**config.mk**
```make
export PLATFORM = sky130hd
export DESIGN_NAME = deserializer
export DESIGN_NICKNAME = d
export VERILOG_FILES = /design/src/rtl/deserializer.sv
export SDC_FILE = /design/constraint.sdc
export NUM_CORES = 1
export LEC_CHECK = 0
export ABC_AREA = 0
export CAP_MARGIN = 20
export CORE_UTILIZATION = 45
export DETAILED_ROUTE_END_ITERATION = 8
export PLACE_DENSITY = 0.73
export SYNTH_ARGS = -nofsm -noshare
export SYNTH_HDL_FRONTEND = slang
export SYNTH_SLANG_ARGS = --single-unit
```
**constraint.sdc**
```tcl
create_clock -name clk_i -period 8.7 [get_ports clk_i]
set_clock_uncertainty 0.2 [all_clocks]
set_input_delay 1.74 -clock clk_i [delete_from_list [all_inputs] [get_ports clk_i]]
set_output_delay 1.74 -clock clk_i [all_outputs]
set_load 0.02 [all_outputs]
```
**src/rtl/deserializer.sv**
```systemverilog
// Bit-serial to parallel converter: packs MSB-first bits into DATA_W words; partial words
// flush on ser_last_i, or on an idle gap when DESER_TIMEOUT_EN is defined.
module deserializer #(
  parameter int DATA_W      = 16,
  parameter int MOD_W       = $clog2(DATA_W),
  parameter int GAP_TIMEOUT = 8
) (
  input  logic              clk_i,
  input  logic              rst_n_i,
  input  logic              ser_data_i,
  input  logic              ser_data_val_i,
  input  logic              ser_last_i,
  output logic [DATA_W-1:0] deser_data_o,
  output logic [MOD_W-1:0]  deser_mod_o,
  output logic              deser_data_val_o,
  output logic              busy_o
);

  localparam logic [MOD_W:0] FULL = (MOD_W+1)'(DATA_W);

  logic [DATA_W-1:0] sr, sr_nxt, word_aligned;
  logic [MOD_W-1:0]  cnt;
  logic [MOD_W:0]    cnt_nxt;
  logic              flush, full_done, part_done;

  always_comb begin
    sr_nxt  = sr;
    cnt_nxt = {1'b0, cnt};
    if (ser_data_val_i) begin
      sr_nxt  = {sr[DATA_W-2:0], ser_data_i};
      cnt_nxt = cnt_nxt + 1'b1;
    end
  end

  // Partial word is left-aligned so the first bit lands at the MSB.
  assign word_aligned = sr_nxt << (FULL - cnt_nxt);
  assign full_done    = (cnt_nxt == FULL);
  assign part_done    = flush && (cnt_nxt != '0) && !full_done;

`ifdef DESER_TIMEOUT_EN
  localparam int IDLE_W = $clog2(GAP_TIMEOUT + 1);
  logic [IDLE_W-1:0] idle;

  assign flush = ser_last_i || (idle == IDLE_W'(GAP_TIMEOUT));

  always_ff @(posedge clk_i or negedge rst_n_i) begin
    if (!rst_n_i)                                   idle <= '0;
    else if (cnt == '0 || ser_data_val_i || flush)  idle <= '0;
    else                                            idle <= idle + 1'b1;
  end
`else
  assign flush = ser_last_i;
`endif

  always_ff @(posedge clk_i or negedge rst_n_i) begin
    if (!rst_n_i) begin
      sr               <= '0;
      cnt              <= '0;
      deser_data_o     <= '0;
      deser_mod_o      <= '0;
      deser_data_val_o <= 1'b0;
      busy_o           <= 1'b0;
    end else begin
      deser_data_val_o <= 1'b0;
      busy_o           <= 1'b0;
      if (full_done) begin
        deser_data_o     <= sr_nxt;
        deser_mod_o      <= '0;
        deser_data_val_o <= 1'b1;
        sr               <= '0;
        cnt              <= '0;
      end else if (part_done) begin
        deser_data_o     <= word_aligned;
        deser_mod_o      <= cnt_nxt[MOD_W-1:0];
        deser_data_val_o <= 1'b1;
        sr               <= '0;
        cnt              <= '0;
      end else begin
        sr     <= sr_nxt;
        cnt    <= cnt_nxt[MOD_W-1:0];
        busy_o <= (cnt_nxt != '0);
      end
    end
  end

endmodule

```
# Word-level counts from Yosys, hierarchy flattened
# Index checks and enable logic that the tools add are counted.
[op_classes]
add_sub_neg = 2
eq_ne = 1
n_shift = 1
muxes = 14
reduce_logical = 5
[op_table]
columns = ["cell", "n"]
rows = [
  ["16-bit 2-to-1 mux", 5],
  ["4-bit 2-to-1 mux", 4],
  ["16-bit by 5-bit << shifter with 16-bit output", 1],
  ["4-bit by 1-bit adder with 5-bit output, second input constant", 1],
  ["5-bit == test, second input constant", 1],
  ["5-bit 2-to-1 mux", 1],
  ["5-bit nonzero test", 1],
  ["5-bit subtractor, first input constant", 1],
  ["1-bit 2-to-1 mux", 4],
  ["1-bit logical AND", 2],
  ["2-bit nonzero test", 1],
  ["1-bit zero test", 1],
]
[totals]
register_bits = 42
inputBits = 5
out_inout_bits = 22
elab_cells = 29

# Longest topological paths before layout
# Gate-level depths: netlist of the first run.
[logic_depth]
ltp_word = 7
depth_mapped = 13
depth_no_buf = 11

# Worst setup path after synthesis of the first run
# OpenSTA, ideal clock, no wires.
[synth_path]
path_type = "input-to-reg"
start = "input ser_data_val_i"
end = "register deser_data_o[1]"
setup_ns = 0.125
arrival_time_ns = 3.622
t_required_ns = 8.375
path_slack_ns = 4.753
stages = 10
path_buffers = 2
cell_sequence = "buf_4 o32a_4 nor2b_1 ha_1 clkbuf_1 and2b_2 nand2_1 nor2_1 o2bb2ai_1 mux2_2"
[synth_between]
elab_chain_cells = 5
elab_cells_between_ends = 12
cone_classes = "add/sub (1); eq/ne (1); shift (1); mux (4); reduce/logical (5)"
[synth_rtl]
columns = ["item", "line_no", "text"]
rows = [
  ["start: declaration", "11", "input logic ser_data_val_i,"],
  ["5-bit 2-to-1 mux", "29", "if (ser_data_val_i) begin"],
  ["5-bit subtractor (tied with other cells)", "36", "assign word_aligned = sr_nxt << (FULL - cnt_nxt);"],
  ["16-bit by 5-bit << shifter with 16-bit output (tied with other cells)", "36", ""],
  ["16-bit 2-to-1 mux / 1-bit logical AND (equally long branches)", "72, 38", ""],
  ["16-bit 2-to-1 mux / 2-bit nonzero test (equally long branches)", "--", ""],
  ["end signal: assignment", "67", "deser_data_o <= sr_nxt;"],
  ["end signal: assignment", "73", "deser_data_o <= word_aligned;"],
  ["end: declaration", "13", "output logic [DATA_W-1:0] deser_data_o,"],
]
# Parallel ways exist; a longest one is shown, timed or not. The select of a mux whose other input is x is not followed.
# A chain may end at the register's enable or synchronous reset.

# Final worst setup path of the first run
[layout_path]
start = "input ser_data_val_i"
end = "register deser_data_o[7]"
# The elaborated chain is that of the path after synthesis.

==> results of run 1 <==
-- power groups by stage --
stage / Sequential (mW) / Combinational (mW) / Clock, mW
after detailed placement: 0.243 / 0.245 / 0
after global routing: 0.243 / 0.268 / 0.146
after floorplan: 0.272 / 0.140 / 0
after CTS: 0.240 / 0.246 / 0.139
final: 0.240 / 0.246 / 0.136
after global placement: 0.243 / 0.243 / 0
-- layout by cell type (no fill, tap or decap), types with 3 or more instances in the layout --
master and instances:
a21oi_1 33, ha_1 3, xor2_1 3, xnor2_1 3, nor2_1 52, inv_1 6, nand2b_1 6, o2bb2ai_1 4
dfrtp_1 42, mux2i_1 38, clkbuf_8 6, nand3_1 9, o21a_1 6, clkdlybuf4s50_1 24, o21ai_0 14, nor2b_1 4
mux2_2 5, a31oi_1 8, nand2_1 13, a211o_1 3, buf_4 3
-- worst max-delay path by stage --
stage                                             end  slack (ns)  cells after the start
final                     deser_data_o[7]$_DFFE_PN0P_        4.17                     12
after global routing                  sr[7]$_DFF_PN0_        3.95                      9
after CTS                 deser_data_o[7]$_DFFE_PN0P_        4.22                     12
after detailed placement  deser_data_o[7]$_DFFE_PN0P_        3.91                     12
after global placement    deser_data_o[7]$_DFFE_PN0P_        3.98                     12
after floorplan           deser_data_o[1]$_DFFE_PN0P_        4.75                     10
-- cells by family (layout without fill, tap and decap cells) --
| kind of cell | count (synthesis) | count (layout) |
|---|---|---|
| AOI/OAI and AO/OA | 91 | 91 |
| DFF | 42 | 42 |
| adders and majority gates | 3 | 3 |
| and+or+nand+nor | 96 | 96 |
| xor gates and xnor gates | 9 | 9 |
| muxes | 46 | 46 |
| buffers and inverters | 29 | 43 |
-- worst max-delay path, stage by stage --
cell	delay, ns
buf_2	0.08
buf_4	0.51
and4_4	0.42
xnor2_4	0.11
nor2b_1	0.17
ha_1	0.28
inv_1	0.38
nand2_1	0.14
nor2_1	0.22
o21ai_0	0.13
o221ai_1	0.21
o21a_1	0.15
-- registers in the layout, summed over array words and instances, names as in the netlist --
| name | flops |
|---|---|
| busy_o | 1 |
| cnt | 4 |
| deser_data_o | 16 |
| deser_data_val_o | 1 |
| deser_mod_o | 4 |
| sr | 16 |
-- routing by layer --
metal  share of wire, %  global-route usage, %  vias to the layer above
li1                   -                      -                     1155
met1                 46                   27.7                     1159
met3                4.9                   4.00                       12
met2                 48                   33.4                       72
met4                1.4                   8.60                        0
met5                  0                      0                        -
-- area by class of cell --
| cell class | instances | area (um^2) |
|---|---|---|
| inverter | 6 | 22.5 |
| tap | 75 | 93.8 |
| sequential | 42 | 1050 |
| clock inverter | 2 | 12.5 |
| timing repair buffer | 29 | 273 |
| multi-input combinational | 245 | 1680 |
| fill | 567 | 2850 |
| clock buffer | 6 | 82.6 |
-- metrics by stage --
stage / instances / power [mW] / setup slack [ns]
finish: 405 / 0.621 / 4.17
global route: 405 / 0.658 / 3.95
CTS: 405 / 0.625 / 4.22
detailed placement: 397 / 0.489 / 3.91
global placement: 397 / 0.486 / 3.98
floorplan: 316 / 0.412 / 4.75
==> metrics.txt, run 1 <==
ys flop type=dfrtp_1; final instance area=between 3000 and 4000 um^2; WL final=between 6000 and 7000 um; async set-reset flop share out of synthesis=100%; CTS tree=yes; Die ar.=around 6700 um^2; IR drop worst, VDD=0.134 mV; worst slew pin tran=0.948 ns; die extent in y=a little over 80 um; first-pass GRT wire length=between 10000 and 15000 um; GRT overflow=0; unrepaired setup endpoints after global routing=false; Hold Path Class=reg2reg; worst skew pair latency=a little over 0.3 ns; num rows=28; Num CTS Buffers=5; Max Fclk=221 MHz; die width=slightly above 80 um; Synth cell types=between 50 and 60; Pins Over Slew Limit=0; sw power=roughly 230 uW; XOR/XNOR share of the synthesized area=under 10%; leakage=1.39 nW; Core Util, Final=between 50% and 60%; Gate Count Post-Synth=316; Int Pwr=just under 400 uW; Worst Hold Endpoint=deser_mod_o[3]$_DFFE_PN0P_; Final Cycle Share=between 50 and 60%; Post-Syn Nets=around 320; Hold Path Stages=1; Layout area overhead=11.7%; Placed Area=roughly 3100 um^2; FF+latch count, synth=42; Critical Path Source=ser_data_val_i; reg2reg path depth=8; router iterations before antenna repair=4; Max Cap Viol=0; Final Hold Viols=0; type of destination of the critical path=flip-flop; Data arrival, critical path=around 4.6 ns; # Post-CTS Setup Buffers=0; setup violators final=0; most common cell in the netlist=nor2_1; Avg Inst Size Synth=9.11 um^2; Crit Path Max Fanout=56; largest net degree at the start of global routing=57; routability congestion estimate=0.889; reg2reg end=deser_data_o[12]$_DFFE_PN0P_; Post-Syn Area=between 2000 and 3000 um^2; clock power share=21.8%; Synth Area in Compound Gates=about a fifth; Critical Path RT=between 8 and 9 ns; clk buf depth=2; reg2reg setup slack=around 5.2 ns; Core ar.=between 6000 and 7000 um^2; first-iteration detailed-routing DRC count=169; Setup CP Type=in2reg; ANT cells=0; Remaining DRCs=0; min Tclk post-route=4.53 ns; Yosys top cell by area=dfrtp_1; most instantiated cells after synthesis=nor2_1, dfrtp_1, mux2i_1, a21oi_1, o21ai_0; PortBufs=26; Synth area leaders=dfrtp_1, mux2i_1, nor2_1; largest family of logic cells by synthesized area=compound AO/OA/AOI/OAI gates; top-area cell type share of the netlist area=between 30% and 40%; antenna violations before repair=0; Initial Utilization=between 40 and 50%; CTS resizes=0; Adder-Cell Fraction of Synth Area=approximately 1.3%; Max-slew headroom=36.8%; Seq pwr share=around 39%; all-layer global routing usage=between 20% and 30%; Gate power share=39.6%; Worst-path clk slew=around 0.09 ns; clock sink count=42; CTS Hold Buffers Added=0; hold slack=about 0.29 ns; Ports=27; sw frac=between 30 and 40%; share of cells above drive strength 1=about a tenth; total negative slack=0 ns; DRT antenna net count=0; root buffer cell=clkbuf_8; Yosys warnings=0; fin nets=between 300 and 400; H-tree depth=2; post-synthesis simple-gate area fraction=about 15%; hpwl dp=between 4000 and 5000 um; outcome=finished clean; WL per Instance=between 15 and 20 um; vias per cell=between 5 and 6; EDFF count, synth=0; Reg2Reg Launch Point=cnt[0]$_DFF_PN0_; sequential share of the synthesized area=a little over a third; HP Start=deser_mod_o[3]$_DFFE_PN0P_; via count=2398; vias in the first global route=about 2.1k; power density cells=just under 200 nW/um^2; Critical Path Source Type=primary input; mux contribution to synthesized area=about 17%
Note: power is estimated with default switching activity, not from simulation.
==> inputs of run 2 (changes only) <==
PLACE_DENSITY = 0.76   (was 0.73)
clock period = 3.6 ns   (was 8.7 ns; I/O delays follow)
==> metrics.txt, run 2 (same netlist as run 1, synthesis figures left out) <==
outcome=finished clean (unchanged); reg2reg end=deser_data_o[15]$_DFFE_PN0P_ (was deser_data_o[12]$_DFFE_PN0P_); reg2reg setup slack=0.40 ns (was 5.20 ns); fin nets=344 (was 337); PortBufs=26 (unchanged); Crit Path Max Fanout=14 (was 56); Worst Hold Endpoint=deser_mod_o[3]$_DFFE_PN0P_ (unchanged); setup violators final=0 (unchanged); Pins Over Slew Limit=0 (unchanged); Core Util, Final=53.9% (was 53.1%); clock sink count=42 (unchanged); all-layer global routing usage=22.4% (was 21.0%); die width=82.0 um (unchanged); IR drop worst, VDD=0.375 mV (was 0.134 mV); power density cells=467 nW/um^2 (was 193 nW/um^2); Max Fclk=about 310 MHz; root buffer cell=clkbuf_8 (unchanged); WL per Instance=16.8 um (was 16.3 um); Critical Path Source Type=flip-flop (was primary input); router iterations before antenna repair=8 (was 4); Hold Path Stages=1 (unchanged); Ports=27 (unchanged); num rows=28 (unchanged); Hold Path Class=reg2reg (unchanged); HP Start=deser_mod_o[3]$_DFFE_PN0P_ (unchanged); Final Cycle Share=between 80% and 90%; worst slew pin tran=0.951 ns (was 0.948 ns); Max Cap Viol=0 (unchanged); Die ar.=6720 um^2 (unchanged); Worst-path clk slew=0.08 ns (was 0.09 ns); type of destination of the critical path=flip-flop (unchanged); Largest regs=deser_data_o x16, sr x16 (unchanged); CTS tree=yes (unchanged); Reg2Reg Launch Point=cnt[1]$_DFF_PN0_ (was cnt[0]$_DFF_PN0_); first-pass GRT wire length=11100 um (was 10600 um); Critical Path RT=3.59 ns (was 8.75 ns); H-tree depth=2 (unchanged); Max-slew headroom=36.3% (was 36.8%); DRT antenna net count=0 (unchanged); Final Hold Viols=0 (unchanged); vias in the first global route=2239 (was 2123); Data arrival, critical path=3.19 ns (was 4.57 ns); ANT cells=0 (unchanged); unrepaired setup endpoints after global routing=false (unchanged); GRT overflow=0 (unchanged); worst skew pair latency=0.30 ns (was 0.31 ns); min Tclk post-route=3.20 ns; Post-Place Cells=404 (was 397); most frequent cells in the layout=nor2_1, dfrtp_1, mux2i_1 (unchanged); final worst slack=0.400 ns (was 4.17 ns); # Post-CTS Setup Buffers=0 (unchanged); CTS Hold Buffers Added=0 (unchanged); commonest non-fill, non-tap cell in the layout=nor2_1 (unchanged); via count=2440 (was 2398); leakage=1.43 nW (was 1.39 nW); Remaining DRCs=0 (unchanged); antenna violations before repair=0 (unchanged); first-iteration detailed-routing DRC count=190 (was 169); Setup CP Type=reg2reg (was in2reg); final cell count without fillers=412 (was 405); hold slack=0.297 ns (was 0.294 ns); Num CTS Buffers=5 (unchanged); die extent in y=82.0 um (unchanged); routability congestion estimate=0.932 (was 0.889); CTS resizes=0 (unchanged); share of cells above drive strength 1=11.3% (was 9.39%); vias per cell=5.92 (about the same); hpwl dp=4990 um (was 4790 um); clk buf depth=2 (unchanged); reg2reg path depth=7 (was 8); WL final=6940 um (was 6590 um); Placement Setup Slack=0.433 ns (was 3.91 ns); Initial Utilization=47.5% (unchanged); total negative slack=0 ns (unchanged); Layout area overhead=13.6% (was 11.7%); largest net degree at the start of global routing=48 (was 57); Core ar.=6060 um^2 (unchanged)
-- run 2: cell count changes in the layout (fill, tap and decap cells not counted) --
| cell | previous run | this run |
|---|---|---|
| buf_4 | 3 | 10 |
-- run 2: worst max-delay path, cell delays in order (launching register included) --
cell	delay, ns
dfrtp_1	0.48
ha_1	0.51
a21oi_2	0.12
xnor2_2	0.74
mux2i_1	0.42
nor2_1	0.11
o21a_1	0.23
o31ai_1	0.28
-- run 2: cell type report --
class                           count  area [um^2]
Clock buffer                        6         82.6
Clock inverter                      2         12.5
Fill cell                         546         2790
Inverter                            6         22.5
Multi-Input combinational cell    245         1680
Sequential cell                    42         1050
Tap cell                           75         93.8
Timing Repair Buffer               36          325
-- run 2: worst max path at each step --
stage / startpoint / endpoint / slack (ns) / depth (start not counted)
2_1_floorplan: ser_data_val_i / deser_data_o[1]$_DFFE_PN0P_ / 0.67 / 10
3_3_place_gp: ser_data_val_i / deser_data_o[12]$_DFFE_PN0P_ / 0.51 / 8
3_5_place_dp: ser_data_val_i / deser_data_o[12]$_DFFE_PN0P_ / 0.43 / 8
4_1_cts: cnt[1]$_DFF_PN0_ / deser_data_o[15]$_DFFE_PN0P_ / 0.46 / 7
5_1_grt: cnt[1]$_DFF_PN0_ / deser_data_o[15]$_DFFE_PN0P_ / 0.20 / 7
6_report: cnt[1]$_DFF_PN0_ / deser_data_o[15]$_DFFE_PN0P_ / 0.40 / 7
-- run 2: stage by stage --
| step | power, mW | cell area [um^2] |
|---|---|---|
| 2_1_floorplan | 0.995 | 2880 |
| 3_3_place_gp | 1.19 | 3170 |
| 3_5_place_dp | 1.20 | 3170 |
| 4_1_cts | 1.53 | 3270 |
| 5_1_grt | 1.61 | 3270 |
| 6_report | 1.53 | 3270 |
-- run 2: per-layer routing --
metal / GRT usage [%] / share of wire, %
met5: 0 / 0
met4: 8.07 / 2.8
met3: 4.56 / 4.9
met2: 36.7 / 48
met1: 29.0 / 44
-- run 2: report_power, final --
| group | leakage (nW) | internal [mW] | total (mW) | switching [mW] |
|---|---|---|---|---|
| Clock | 0.0472 | 0.154 | 0.323 | 0.169 |
| Combinational | 0.830 | 0.274 | 0.621 | 0.347 |
| Sequential | 0.550 | 0.538 | 0.581 | 0.0435 |
| Total | 1.43 | 0.966 | 1.53 | 0.560 |
